--- src/rtl/enigma_pkg.sv ---
// Shared constants, symbol type and modular helper for the Enigma rotor core.
package enigma_pkg;

    localparam int ALPHA_DEF = 26;
    localparam int POS_W     = 5;

    typedef logic [POS_W-1:0] sym_t;

    // Expects a < m and b < m; one conditional subtract is enough.
    function automatic sym_t mod_add(input sym_t a, input sym_t b, input logic [POS_W:0] m);
        logic [POS_W:0] s;
        s = {1'b0, a} + {1'b0, b};
        if (s >= m) begin
            s = s - m;
        end
        return s[POS_W-1:0];
    endfunction

endpackage

--- src/rtl/enigma_step_unit.sv ---
// Combinational rotor step flags and next positions for one accepted symbol.
// Double stepping of middle rotors is enabled by defining ENIGMA_DOUBLE_STEP_EN.
module enigma_step_unit
    import enigma_pkg::*;
#(
    parameter int N_ROT = 3,
    parameter int ALPHA = ALPHA_DEF
) (
    input  logic [POS_W*N_ROT-1:0] pos,
    output logic [N_ROT-1:0]       step,
    output logic [POS_W*N_ROT-1:0] pos_next
);

    localparam logic [POS_W:0] MOD = (POS_W+1)'(ALPHA);
    localparam sym_t           TOP = sym_t'(ALPHA - 1);

    always_comb begin
        logic [N_ROT-1:0] s;
        s        = '0;
        s[0]     = 1'b1;
        pos_next = pos;
        for (int k = 1; k < N_ROT; k++) begin
            s[k] = s[k-1] && (pos[POS_W*(k-1) +: POS_W] == TOP);
`ifdef ENIGMA_DOUBLE_STEP_EN
            // A middle rotor sitting on its notch steps itself and drags the next one.
            if ((k <= N_ROT - 2) && (pos[POS_W*k +: POS_W] == TOP)) begin
                s[k] = 1'b1;
            end
            if ((k >= 2) && (pos[POS_W*(k-1) +: POS_W] == TOP)) begin
                s[k] = 1'b1;
            end
`endif
        end
        for (int k = 0; k < N_ROT; k++) begin
            if (s[k]) begin
                pos_next[POS_W*k +: POS_W] = mod_add(pos[POS_W*k +: POS_W], sym_t'(1), MOD);
            end
        end
        step = s;
    end

endmodule

--- src/rtl/enigma_rotor_core.sv ---
// Enigma-style rotor core: rotor stepping in front of a two-stage encrypt pipeline.
// Optional middle-rotor double stepping is enabled by ENIGMA_DOUBLE_STEP_EN.
module enigma_rotor_core
    import enigma_pkg::*;
#(
    parameter int N_ROT = 3,
    parameter int ALPHA = ALPHA_DEF
) (
    input  logic                   clk,
    input  logic                   rst,
    input  logic                   cfg_load,
    input  logic [POS_W*N_ROT-1:0] cfg_pos,
    input  logic                   valid_in,
    input  logic [POS_W-1:0]       char_in,
    output logic                   in_ready,
    output logic [POS_W-1:0]       char_out,
    output logic                   valid_out,
    input  logic                   out_ready,
    output logic [POS_W*N_ROT-1:0] pos_out
);

    localparam logic [POS_W:0] MOD = (POS_W+1)'(ALPHA);
    localparam sym_t           TOP = sym_t'(ALPHA - 1);

    logic [POS_W*N_ROT-1:0] pos_q;
    logic [POS_W*N_ROT-1:0] pos_next;
    logic [POS_W*N_ROT-1:0] cfg_mod;
    logic [N_ROT-1:0]       step;
    logic                   s1_valid;
    logic                   s1_pass;
    sym_t                   s1_sym;
    sym_t                   s1_sum;
    logic                   s2_free;
    logic                   accept;
    logic                   pass_in;
    sym_t                   sum_next;
    sym_t                   enc;

    // Handshake: a symbol moves on an edge where valid && ready; once valid_out is
    // raised, valid_out and char_out hold until out_ready takes the symbol.
    assign s2_free  = !valid_out || out_ready;
    assign in_ready = !cfg_load && (!s1_valid || s2_free);
    assign accept   = valid_in && in_ready;
    assign pass_in  = {1'b0, char_in} >= MOD;
    assign pos_out  = pos_q;

    enigma_step_unit #(
        .N_ROT(N_ROT),
        .ALPHA(ALPHA)
    ) u_step (
        .pos     (pos_q),
        .step    (step),
        .pos_next(pos_next)
    );

    // S uses post-step positions; the reflector folds the whole rotor path into one subtract.
    always_comb begin
        sum_next = '0;
        cfg_mod  = '0;
        for (int k = 0; k < N_ROT; k++) begin
            sum_next = mod_add(sum_next, pos_next[POS_W*k +: POS_W], MOD);
            cfg_mod[POS_W*k +: POS_W] = sym_t'({1'b0, cfg_pos[POS_W*k +: POS_W]} % MOD);
        end
        enc = TOP - mod_add(s1_sym, mod_add(s1_sum, s1_sum, MOD), MOD);
    end

    always_ff @(posedge clk or negedge rst) begin
        if (!rst) begin
            pos_q     <= '0;
            s1_valid  <= 1'b0;
            s1_pass   <= 1'b0;
            s1_sym    <= '0;
            s1_sum    <= '0;
            valid_out <= 1'b0;
            char_out  <= '0;
        end else begin
            if (cfg_load) begin
                pos_q <= cfg_mod;
            end else if (accept && !pass_in) begin
                for (int k = 0; k < N_ROT; k++) begin
                    if (step[k]) begin
                        pos_q[POS_W*k +: POS_W] <= pos_next[POS_W*k +: POS_W];
                    end
                end
            end

            if (accept) begin
                s1_valid <= 1'b1;
                s1_pass  <= pass_in;
                s1_sym   <= char_in;
                s1_sum   <= sum_next;
            end else if (s1_valid && s2_free) begin
                s1_valid <= 1'b0;
            end

            if (s2_free) begin
                valid_out <= s1_valid;
                if (s1_valid) begin
                    char_out <= s1_pass ? s1_sym : enc;
                end
            end
        end
    end

endmodule

--- config.mk ---
export PLATFORM = sky130hd
export DESIGN_NAME = enigma_rotor_core
export DESIGN_NICKNAME = d
export VERILOG_FILES = /design/src/rtl/enigma_pkg.sv /design/src/rtl/enigma_step_unit.sv /design/src/rtl/enigma_rotor_core.sv
export SDC_FILE = /design/constraint.sdc
export NUM_CORES = 1
export LEC_CHECK = 0
export CAP_MARGIN = 10
export CORE_ASPECT_RATIO = 0.6
export CORE_UTILIZATION = 40
export CTS_CLUSTER_DIAMETER = 150
export DETAILED_ROUTE_END_ITERATION = 16
export GPL_ROUTABILITY_DRIVEN = 0
export HOLD_SLACK_MARGIN = 0.12
export PLACE_DENSITY = 0.67
export SYNTH_ARGS = -nofsm -noshare
export SYNTH_HDL_FRONTEND = slang
export SYNTH_SLANG_ARGS = --single-unit
export TNS_END_PERCENT = 5
--- constraint.sdc ---
create_clock -name clk -period 10.9 [get_ports clk]
set_input_delay 1.09 -clock clk [delete_from_list [all_inputs] [get_ports clk]]
set_output_delay 1.09 -clock clk [all_outputs]
set_load 0.01 [all_outputs]
==> results by group <==
Global routing
  • Initial antenna violation count: 0
  • Vias in the first global route: 3118
  • First-pass GRT wire length: 14700 µm
  • GRT Total Usage: 19.51%
  • Pin count of the biggest net entering global routing: 34
  • Grt total ovfl: 0

Pwr
  • Clk pwr share: 11.4%
  • Cell internal pwr: 0.0006413 W
  • Logic pwr share: 73.1%
  • Power per cell area: 286.2 mW/mm²
  • Seq pwr share: 15.6%
  • Switching Fraction: 47.86%
  • Static Leak: 1.862 nW
  • Peak VDD IR: 0.0001320 V
  • Switching power: 0.0005886 W

Finish
  • Layout cells sized above 1: 5.894%
  • N_diodes: 0
  • Non-filler cells in the finished layout: 604
  • Area growth from synthesis to layout: 19.32%
  • Fin nets: 553
  • Fill cells: 851
  • Commonest cells after routing, fill and taps aside: 60 x nand2_1, 46 x clkdlybuf4s50_1, 34 x o21ai_0
  • Leading cell type in the layout, fill and taps excluded: nand2_1

Yosys
  • Synth Instances: 453
  • #FFs+latches synth: 33
  • Mapped Area: 0.003601 mm²
  • EDFF count, synth: 0
  • Mapped Avg Cell Area: 7.949 µm²
  • Library cells used by synthesis: 72
  • Syn nets: 514
  • Ys async rst share: 100.0%
  • Main flop type after synthesis: dfrtp_1
  • Sequential area share after synthesis: 22.93%
  • Synth Warn #: 0

Floorplan
  • Die area: 0.009398 mm²
  • # rows: 26
  • Core Footprint: 0.008621 mm²
  • Die Height: 75.50 µm
  • Ports: 47
  • Die W: 124.5 µm
  • Starting Density: 41.77%

Placed design
  • DP Wirelength: 7208 µm
  • Placed Cells: 597
  • Port Buf Inserts: 46

CTS
  • Clock-pin transition on the worst setup and hold timing paths: 0.05 ns
  • CTS Buffer Depth: 2
  • CTS tree: built
  • Clock Latency Late Sink: 0.28 ns
  • Post-cts sizing count: 0
  • # hold bufs at CTS: 0
  • Clock root buffer: clkbuf_16
  • Sink Count: 33
  • Cts bufs inserted: 5
  • H-tree level count: 2
  • Setup bufs post-CTS: 0

Worst setup path
  • CP Max Fanout: 9
  • Req. time, crit path: 11.09 ns
  • CP endpoint kind: flip-flop
  • Startpoint types: flip-flop
  • CP arrival: 5.96 ns
  • Kind of critical path: reg2reg

Timing
  • Max-slew violations: 0
  • Setup violations, final: 0
  • Tightest Pin Transition: 0.7919 ns
  • RSZ-0062 raised after global routing: false
  • Fin crit share: 52.89%
  • Count of final hold-check violations: 0
  • Achievable Freq: 173.5 MHz
  • Relative slew slack: 47.04%
  • Setup TNS: 0 ns
  • Min Tclk post-route: 5.765 ns
  • Clock Skews: 0.006842 ns

Hold path
  • HP Class: reg2reg

Route
  • Number of routed nets with antenna violations: 0
  • Final WL: 9206 µm
  • Vias: 3474
  • Drt drc: 0
  • Wire per inst: 15.24 µm
  • First DRT Iteration DRCs: 233
  • First drt pass iteration count: 5
  • Vias per cell: 5.752

Run
  • MaxCap Viol Count: 0

Status
  • Status: finished, final reports clean
==> cells in the mapped netlist, drive strengths merged (6+ instances only) <==
cell	count	area share [%]
and3	6	1.2
a21oi	21	2.9
xor2	7	1.7
and2	7	1.3
nand4	7	1.2
nor2	25	2.6
a21o	7	1.5
nand2b	11	1.9
xnor2	19	4.8
a31oi	10	1.7
ha	33	11
nand3	11	1.5
clkbuf	11	1.1
o21ai	46	6.5
dfrtp	33	23
nand2	60	6.3
inv	34	3.5
nor2b	8	1.4
==> routing by layer <==
metal	wire (µm)	vias to the layer above	track usage (%)
li1	-	1719	-
met1	4661	1655	26.38
met2	4029	93	32.78
met3	470	7	4.494
met4	46	0	3.213
met5	0	-	0
==> cell type report <==
type / instances / area, µm² / area share [%]
multi-input combinational: 370 / 2585 / 60.16
sequential: 33 / 825.8 / 19.22
timing repair buffer: 48 / 475.5 / 11.07
clock buffer: 7 / 142.6 / 3.320
tap: 112 / 140.1 / 3.261
inverter: 34 / 127.6 / 2.970
==> worst max-delay path, cell delays in order, from the launching register on <==
cell and delay [ns]:
dfrtp_1 0.48, ha_1 0.32, and3b_1 0.23, o221ai_1 0.30
a21oi_1 0.11, a31oi_1 0.37, ha_1 0.24, and2_1 0.14
o211ai_2 0.09, xnor2_1 0.30, ha_1 0.30, a21o_1 0.19
a21oi_1 0.22, o21bai_1 0.09, a21oi_1 0.29, nand2_1 0.19
xnor2_1 0.20, ha_1 0.26, a21o_1 0.18, a21oi_1 0.22
xnor2_1 0.24, nand4b_1 0.30, a211o_1 0.37, o211ai_1 0.08
==> per-stage QoR <==
| stage | hold slack (ns) | area, µm² | utilization (%) | total power (W) | worst slack (ns) |
|---|---|---|---|---|---|
| final | 0.4784 | 4297 | 49.84 | 0.001230 | 5.135 |
| after global routing | 0.5149 | 4297 | 49.84 | 0.001340 | 4.755 |
| after CTS | 0.4826 | 4297 | 49.84 | 0.001227 | 5.186 |
| after detailed placement | 0.4706 | 4154 | 48.19 | 0.001076 | 5.232 |
| after global placement | 0.4703 | 4154 | 48.19 | 0.001026 | 5.612 |
| after floorplan | 0.4490 | 3601 | - | 0.0008716 | 5.840 |
==> state kept, by name, indices dropped and copies added, names as in the netlist <==
name       cells
char_out       5
pos_out       15
s1_pass        1
s1_sum         5
s1_sym         5
s1_valid       1
valid_out      1
==> power by group through the flow <==
stage	registers, W	logic [W]	clock network [W]
2_1_floorplan	0.000184	0.000688	0
5_1_grt	0.000197	0.000997	0.000147
3_3_place_gp	0.000191	0.000836	0
4_1_cts	0.000191	0.000894	0.000141
3_5_place_dp	0.000193	0.000883	0
6_report	0.000191	0.000899	0.000140
==> cells by family (layout without fill, tap and decap cells) <==
group	count (synthesis)	in the layout	synth area share, %
XOR/XNOR	26	26	6.532
adder cells (fa/ha/maj)	36	36	13.13
flip-flops	33	33	22.93
buffers and inverters	50	89	5.455
AO/OA/AOI/OAI	141	141	27.10
AND/OR/NAND/NOR	158	158	22.20
multiplexers	9	9	2.641
==> final timing paths <==
kind | slack (ns) | depth (start not counted) | start | end
setup / recovery | 5.13 | 23 | pos_out[0]$_DFFE_PN0P_ | s1_sum[1]$_DFFE_PN0P_
hold / removal | 0.48 | 2 | char_out[0]$_DFFE_PN0P_ | char_out[0]$_DFFE_PN0P_
setup reg to reg | 5.13 | 23 | pos_out[0]$_DFFE_PN0P_ | s1_sum[1]$_DFFE_PN0P_
hold reg to reg | 0.48 | 2 | char_out[0]$_DFFE_PN0P_ | char_out[0]$_DFFE_PN0P_
max in group asynchronous | 9.35 | 2 | rst | pos_out[14]$_DFFE_PN0P_
min in group asynchronous | 1.24 | 2 | rst | char_out[1]$_DFFE_PN0P_
Power figures use the tool's default switching activity.
